===== config.mk =====
export PLATFORM = sky130hd
export DESIGN_NAME = register_file
export DESIGN_NICKNAME = d
export VERILOG_FILES = /design/src/rtl/register_file.sv
export SDC_FILE = /design/constraint.sdc
export NUM_CORES = 1
export LEC_CHECK = 0
export CAP_MARGIN = 20
export CORE_UTILIZATION = 55
export CTS_CLUSTER_DIAMETER = 50
export DETAILED_ROUTE_END_ITERATION = 8
export HOLD_SLACK_MARGIN = 0.15
export PLACE_DENSITY = 0.85
export SETUP_SLACK_MARGIN = 0.5
export SYNTH_ARGS = -nofsm -noshare
export SYNTH_HDL_FRONTEND = slang
export SYNTH_SLANG_ARGS = --single-unit

===== constraint.sdc =====
create_clock -name clk -period 3.4 [get_ports clk]
set_clock_uncertainty 0.15 [all_clocks]
set_input_delay 0.34 -clock clk [delete_from_list [all_inputs] [get_ports clk]]
set_output_delay 0.34 -clock clk [all_outputs]
set_load 0.01 [all_outputs]

===== src/rtl/register_file.sv =====
// rtl/register_file.sv - 4x16 register file with one write port and two registered read ports
module register_file #(
    parameter int DATA_WIDTH = 16,
    parameter int ADDR_WIDTH = 2
) (
    input  logic                  clk,
    input  logic                  reset,
    input  logic                  write_en,
    input  logic                  read_en,
    input  logic [ADDR_WIDTH-1:0] write_adr,
    input  logic [ADDR_WIDTH-1:0] read_adr1,
    input  logic [ADDR_WIDTH-1:0] read_adr2,
    input  logic [DATA_WIDTH-1:0] write_data,
    output logic [DATA_WIDTH-1:0] read_data1,
    output logic [DATA_WIDTH-1:0] read_data2
);
    localparam int DEPTH = 2 ** ADDR_WIDTH;

    reg   [DATA_WIDTH-1:0] reg_file   [0:DEPTH-1];
    logic [DATA_WIDTH-1:0] reg_file_d [0:DEPTH-1];
    logic [DATA_WIDTH-1:0] read_data1_q, read_data1_d;
    logic [DATA_WIDTH-1:0] read_data2_q, read_data2_d;

    logic hit1, hit2;

    // A read that targets the entry being written this edge returns the new data.
    assign hit1 = write_en && (read_adr1 == write_adr);
    assign hit2 = write_en && (read_adr2 == write_adr);

    always_comb begin
        for (int i = 0; i < DEPTH; i++) begin
            reg_file_d[i] = reg_file[i];
        end
        read_data1_d = read_data1_q;
        read_data2_d = read_data2_q;
        if (!reset) begin
            for (int i = 0; i < DEPTH; i++) begin
                reg_file_d[i] = '0;
            end
            read_data1_d = '0;
            read_data2_d = '0;
        end else begin
            if (write_en) begin
                reg_file_d[write_adr] = write_data;
            end
            if (read_en) begin
                read_data1_d = hit1 ? write_data : reg_file[read_adr1];
                read_data2_d = hit2 ? write_data : reg_file[read_adr2];
            end
        end
    end

    always_ff @(posedge clk) begin
        for (int i = 0; i < DEPTH; i++) begin
            reg_file[i] <= reg_file_d[i];
        end
        read_data1_q <= read_data1_d;
        read_data2_q <= read_data2_d;
    end

    assign read_data1 = read_data1_q;
    assign read_data2 = read_data2_q;
endmodule


# == Word level (Yosys, flattened, before mapping) ==
# Memories as Yosys holds them, arrays and structs flattened.
# Cells that the tools add are included.
# classes
n_lt_le_gt_ge,2
eq_ne,2
n_mux,7
bitwise,1
n_reduce_logical,3
# op_table
cell,n
two-way mux 64 bit,2
bitwise mux 64 bit,1
two-way mux 16 bit,3
demux 16 bit (select 2 bit),1
equality test 2 bit,2
"greater-or-equal comparator 3 bit, second input constant",1
logical AND 1 bit,3
"< comparator 3 x 1 -> 1 bit, second input constant",1
inverter 2 -> 3 bit,1
# word_totals
register_bits,32
ramBits,64
inputBits,26
output_inout_bits,32
word_cells,18
n_memories,1
# mem_list
name,words,word_bits,rd,rd_ports_with_merged_regs,wr,line,rtl
reg_file,4,16,6,0,4,19,reg [DATA_WIDTH-1:0] reg_file [0:DEPTH-1];

# == Longest topological paths before layout ==
# logic_depth
depth_word,8
ltp_mapped,6
ltp_nobuf,3

# == Worst setup path before layout ==
# No wires, ideal clock.
# synth_timing
kind,input-to-reg
startpoint,input port read_adr1[0]
endpoint,"register read_data1_q[10], in the netlist read_data1[10]"
setup_time_ns,0.136
t_arrival_ns,1.302
required_time_ns,3.114
slack_ns,1.811
cell_stages,5
path_buffers,2
path_cell_list,buf_6 buf_12 mux4_2 o31ai_1 a31oi_1
# synth_between
elab_chain_cells,3
elab_cells_between_ends,4
cone_classes,eq/ne: 1; mux: 1; reduce/logical: 1; memory: 1
# synth_rtl
element,line,rtl
from (decl),11,"input logic [ADDR_WIDTH-1:0] read_adr1,"
branches (longest 2 deep; another with memory (4 x 16 bit)),n/a,
two-way mux 16 bit *,47,read_data1_d = hit1 ? write_data : reg_file[read_adr1];
to (signal assigned),57,read_data1_q <= read_data1_d;
to (decl),21,"logic [DATA_WIDTH-1:0] read_data1_q, read_data1_d;"
# Mark *: on every way between the ends.
# A chain may end at the register's enable or synchronous reset.

# == Worst setup path after layout ==
# layout_timing
startpoint,input port write_adr[0]
endpoint,"register read_data2_q[5], in the netlist read_data2[5]"
# layout_between
elab_chain_cells,3
# layout_rtl
element,line,rtl
from (decl),10,"input logic [ADDR_WIDTH-1:0] write_adr,"
equality test 2 bit,28,assign hit2 = write_en && (read_adr2 == write_adr);
logical AND 1 bit,28,
two-way mux 16 bit,48,read_data2_d = hit2 ? write_data : reg_file[read_adr2];
to (signal assigned),58,read_data2_q <= read_data2_d;
to (decl),22,"logic [DATA_WIDTH-1:0] read_data2_q, read_data2_d;"
# Every way passes these cells.

==> results.md <==
- The floorplan step defined a die boundary enclosing 9585 µm².
- The first detailed-routing pass ran for 8 iterations.
- The number of cell rows is 34.
- In the routed layout, each cell is associated on average with a via count of 6.546.
- After detailed routing, the average wire length per cell comes to 19.18 µm.
- The final period demand of the worst path is 2.248 ns.
- The global route total overflow is 0.
- Headroom to the max-slew limit came out at 30.06%.
- Setup violations remaining at the end of the flow were counted as 0.
- During I/O placement, the number of pins put on the boundary was 58.
- Counting flops and latches in the post-synthesis netlist gives 96.
- Traced cell by cell, the critical path runs through clkdlybuf4s50_1 > xnor2_2 > nand4_1 > a31oi_1.
- The cell count after placement is 638.
- Clock-pin slew was measured on the worst setup and hold paths at 0.09 ns.
- In the post-synthesis netlist, the biggest area contributors are dfxtp_1 38%, mux4_2 13%, nand2_1 9.5%.
- Once the floorplan was initialized, standard cells occupied 57.45% of the core.
- The number of different library cells used by synthesis comes to 28.
- TritonCTS built the clock tree.
- The top cell type by area accounts for 37.99% of the synthesized area.
- Entering global routing, the biggest net connects 77 pins.
- Setup repair after global routing left no endpoint under its margin.
- The cell area after synthesis is 5059 µm².
- Adding up every negative setup slack in the final design gives 0 ns.
- In this run, post-CTS hold repair placed 0 buffers.
- The total wirelength of the detailed-routed design is 12540 µm.
- The initial antenna violation count is 0.
- The worst hold path belongs to the class flop to flop.
- Derived from the worst setup path, the maximum achievable clock frequency is 444.8 MHz.
- The tree is rooted in a clkbuf_8.
- The number of buffers between clock root and the deepest sink is 2.
- The cell taking the most area after synthesis is dfxtp_1.
- In this run the static leakage power is 1.848 nW.
- The net count after synthesis is 545.
- The ratio of cells with drive above 1 in the final layout is 12.64%.
- The mean cell area of the mapped netlist is 9.747 µm².
- Gates resized during post-CTS repair numbered 0.
- Once layout is complete, the cells apart from fillers number 654.
- The fraction of synthesis flops using an asynchronous set or reset pin is 0%.
- STA classifies the critical path endpoint as a flop.
- The max-slew violation total from the final report is 0.
- For the worst-skew pair, the clock arrives at the later sink with an insertion delay of 0.36 ns.
- The final layout contains 567 nets.
- The area of all placed cells without fillers is 5663 µm².
- The half-perimeter wire length after placement is 8540 µm.
- The share of the cycle needed by the critical path after routing is 66.12%.
- nand2_1 is the most common cell in the netlist.
- The residual antenna-violating net count after detailed routing is 0.
- The final number of hold-violating endpoints is 0.
- Global routing consumed, over all layers together, 27.45% of the routing resources.
- The number of synthesized flops with an enable pin is 0.
- The measured slew at the worst slew-check pin is 1.049 ns.
- At the end of routability-driven placement, the weighted congestion stood at 0.8560.
- In this run, the number of DRC markers left after iteration 0 of detailed routing was 469.
- The x dimension of the die is 97.91 µm.
- The via total after detailed routing is 4281.
- Measured along the y axis, the die boundary spans 97.91 µm.
- During synthesis, Yosys emitted a total of 0 warnings.
- The tool flagged a number of max-cap violations equal to 0.
- The maximum single-stage delay on the critical path is 0.82 ns.
- The power per cell area is 429.8 nW/µm².
- The count of buffers from port buffering is 57.
- The gate family responsible for the most delay along the worst path is XOR/XNOR gates.
- The number of global-route vias before repair was 4101.
- The post-CTS setup buffer count is 0.
- The total of fill cells in the finished design is 701.
- STA puts the critical path data required time at 3.53 ns.
- The highest net fanout along the worst path is 16.
- The run finished, with violations left.
- The largest individual stage delay along the critical path comes from the cell xnor2_2.
- From synthesis to final layout, the design area changed by 11.95%.
- The arrival time at the worst endpoint is 2.38 ns.
- The register area share after synthesis is 37.99%.
- The clock sink count is 96.
- Sorting the synthesized cells by how often they occur yields 128 x nand2_1, 96 x dfxtp_1, 39 x a21boi_0.
- IR analysis of the VDD net gives a maximum drop of 263.5 µV.
- The checks that failed: DRC.
- Overall power consumption after layout is estimated at 0.002434 W.
- The top flip-flop cell by instance count after synthesis is dfxtp_1.
- The buffer and inverter count on the worst path is 1.
- The cell count after synthesis is 519.
- The first global-routing pass estimated 20890 µm of wire.
- The remaining design rule violation count is 10.
- The post-detailed-placement cell area is 5440 µm².
- The core region is 8806 µm².
- The worst setup path is launched from a primary input.
- The H-tree generated during clock tree synthesis spans 3 levels.
- The number of antenna repair diodes is 0.
- Buffers inserted during clock tree synthesis total 9.
- The category of the most critical setup path is primary input to flop.
layout make-up:
cell class	instances	area, µm²	share of cell area (%)
Multi-Input combinational cell	368	2759	48.72
Sequential cell	96	1922	33.94
Timing Repair Buffer	65	620.6	10.96
Clock buffer	12	145.1	2.563
Tap cell	108	135.1	2.386
Clock inverter	4	77.57	1.370
Inverter	1	3.754	0.06628
stage by stage:
step                      worst slack (ns)  hold WS, ns  util (%)
after global routing                 1.015       0.3488     64.31
after detailed placement            0.8340       0.3080     61.78
after global placement              0.9074       0.2976     61.78
final                                1.152       0.3250     64.31
after floorplan                      1.811       0.2916         -
after CTS                            1.173       0.3212     64.31
cells by family (layout without fill, tap and decap cells):
kind of cell / count (synthesis) / in the layout / synth area share [%]
AND/OR/NAND/NOR: 168 / 168 / 15.09
XOR/XNOR: 8 / 8 / 3.685
AO/OA/AOI/OAI: 160 / 160 / 21.37
buffers and inverters: 55 / 82 / 7.469
multiplexers: 32 / 32 / 14.40
flip-flops: 96 / 96 / 37.99
state kept, by name, summed over array words and instances, names as in the netlist:
name	count
read_data2	16
reg_file	64
read_data1	16
final timing paths:
check	depth (start not counted)	slack [ns]	startpoint	end
hold / removal	2	0.33	reg_file[3][10]	reg_file[3][10]
setup reg to reg	3	1.99	reg_file[1][1]	read_data1[1]
setup / recovery	4	1.15	write_adr[0]	read_data2[5]
hold reg to reg	2	0.33	reg_file[3][10]	reg_file[3][10]
per-layer routing:
layer	vias to the layer above	GRT usage (%)	part of all wire, %
met2	260	44.69	48
li1	1965	-	-
met5	-	0	0
met3	25	5.655	10
met4	0	10.72	1.7
met1	2031	35.97	40
where the power goes:
group	total, W	switching, W	internal, W
clock network	0.000837	0.000399	0.000438
logic	0.000394	0.000226	0.000169
registers	0.00120	0.0000301	0.00117
total	0.00243	0.000655	0.00178
placed cells by master, fill, tap and decap left out, types with 10 or more instances in the layout:
master,n
clkdlybuf4s50_1,55
o21ai_0,32
a21boi_1,25
clkbuf_8,10
a31oi_1,32
nand4_1,32
mux4_2,30
o31ai_1,32
dfxtp_1,96
a21boi_0,39
nand2_1,128
worst register-to-register path, stage by stage (launching register included):
cell and delay, ns:
dfxtp_1 0.34, mux4_1 0.55, o31ai_1 0.10, a31oi_1 0.11
No activity file was read; power rests on OpenSTA's default activity.
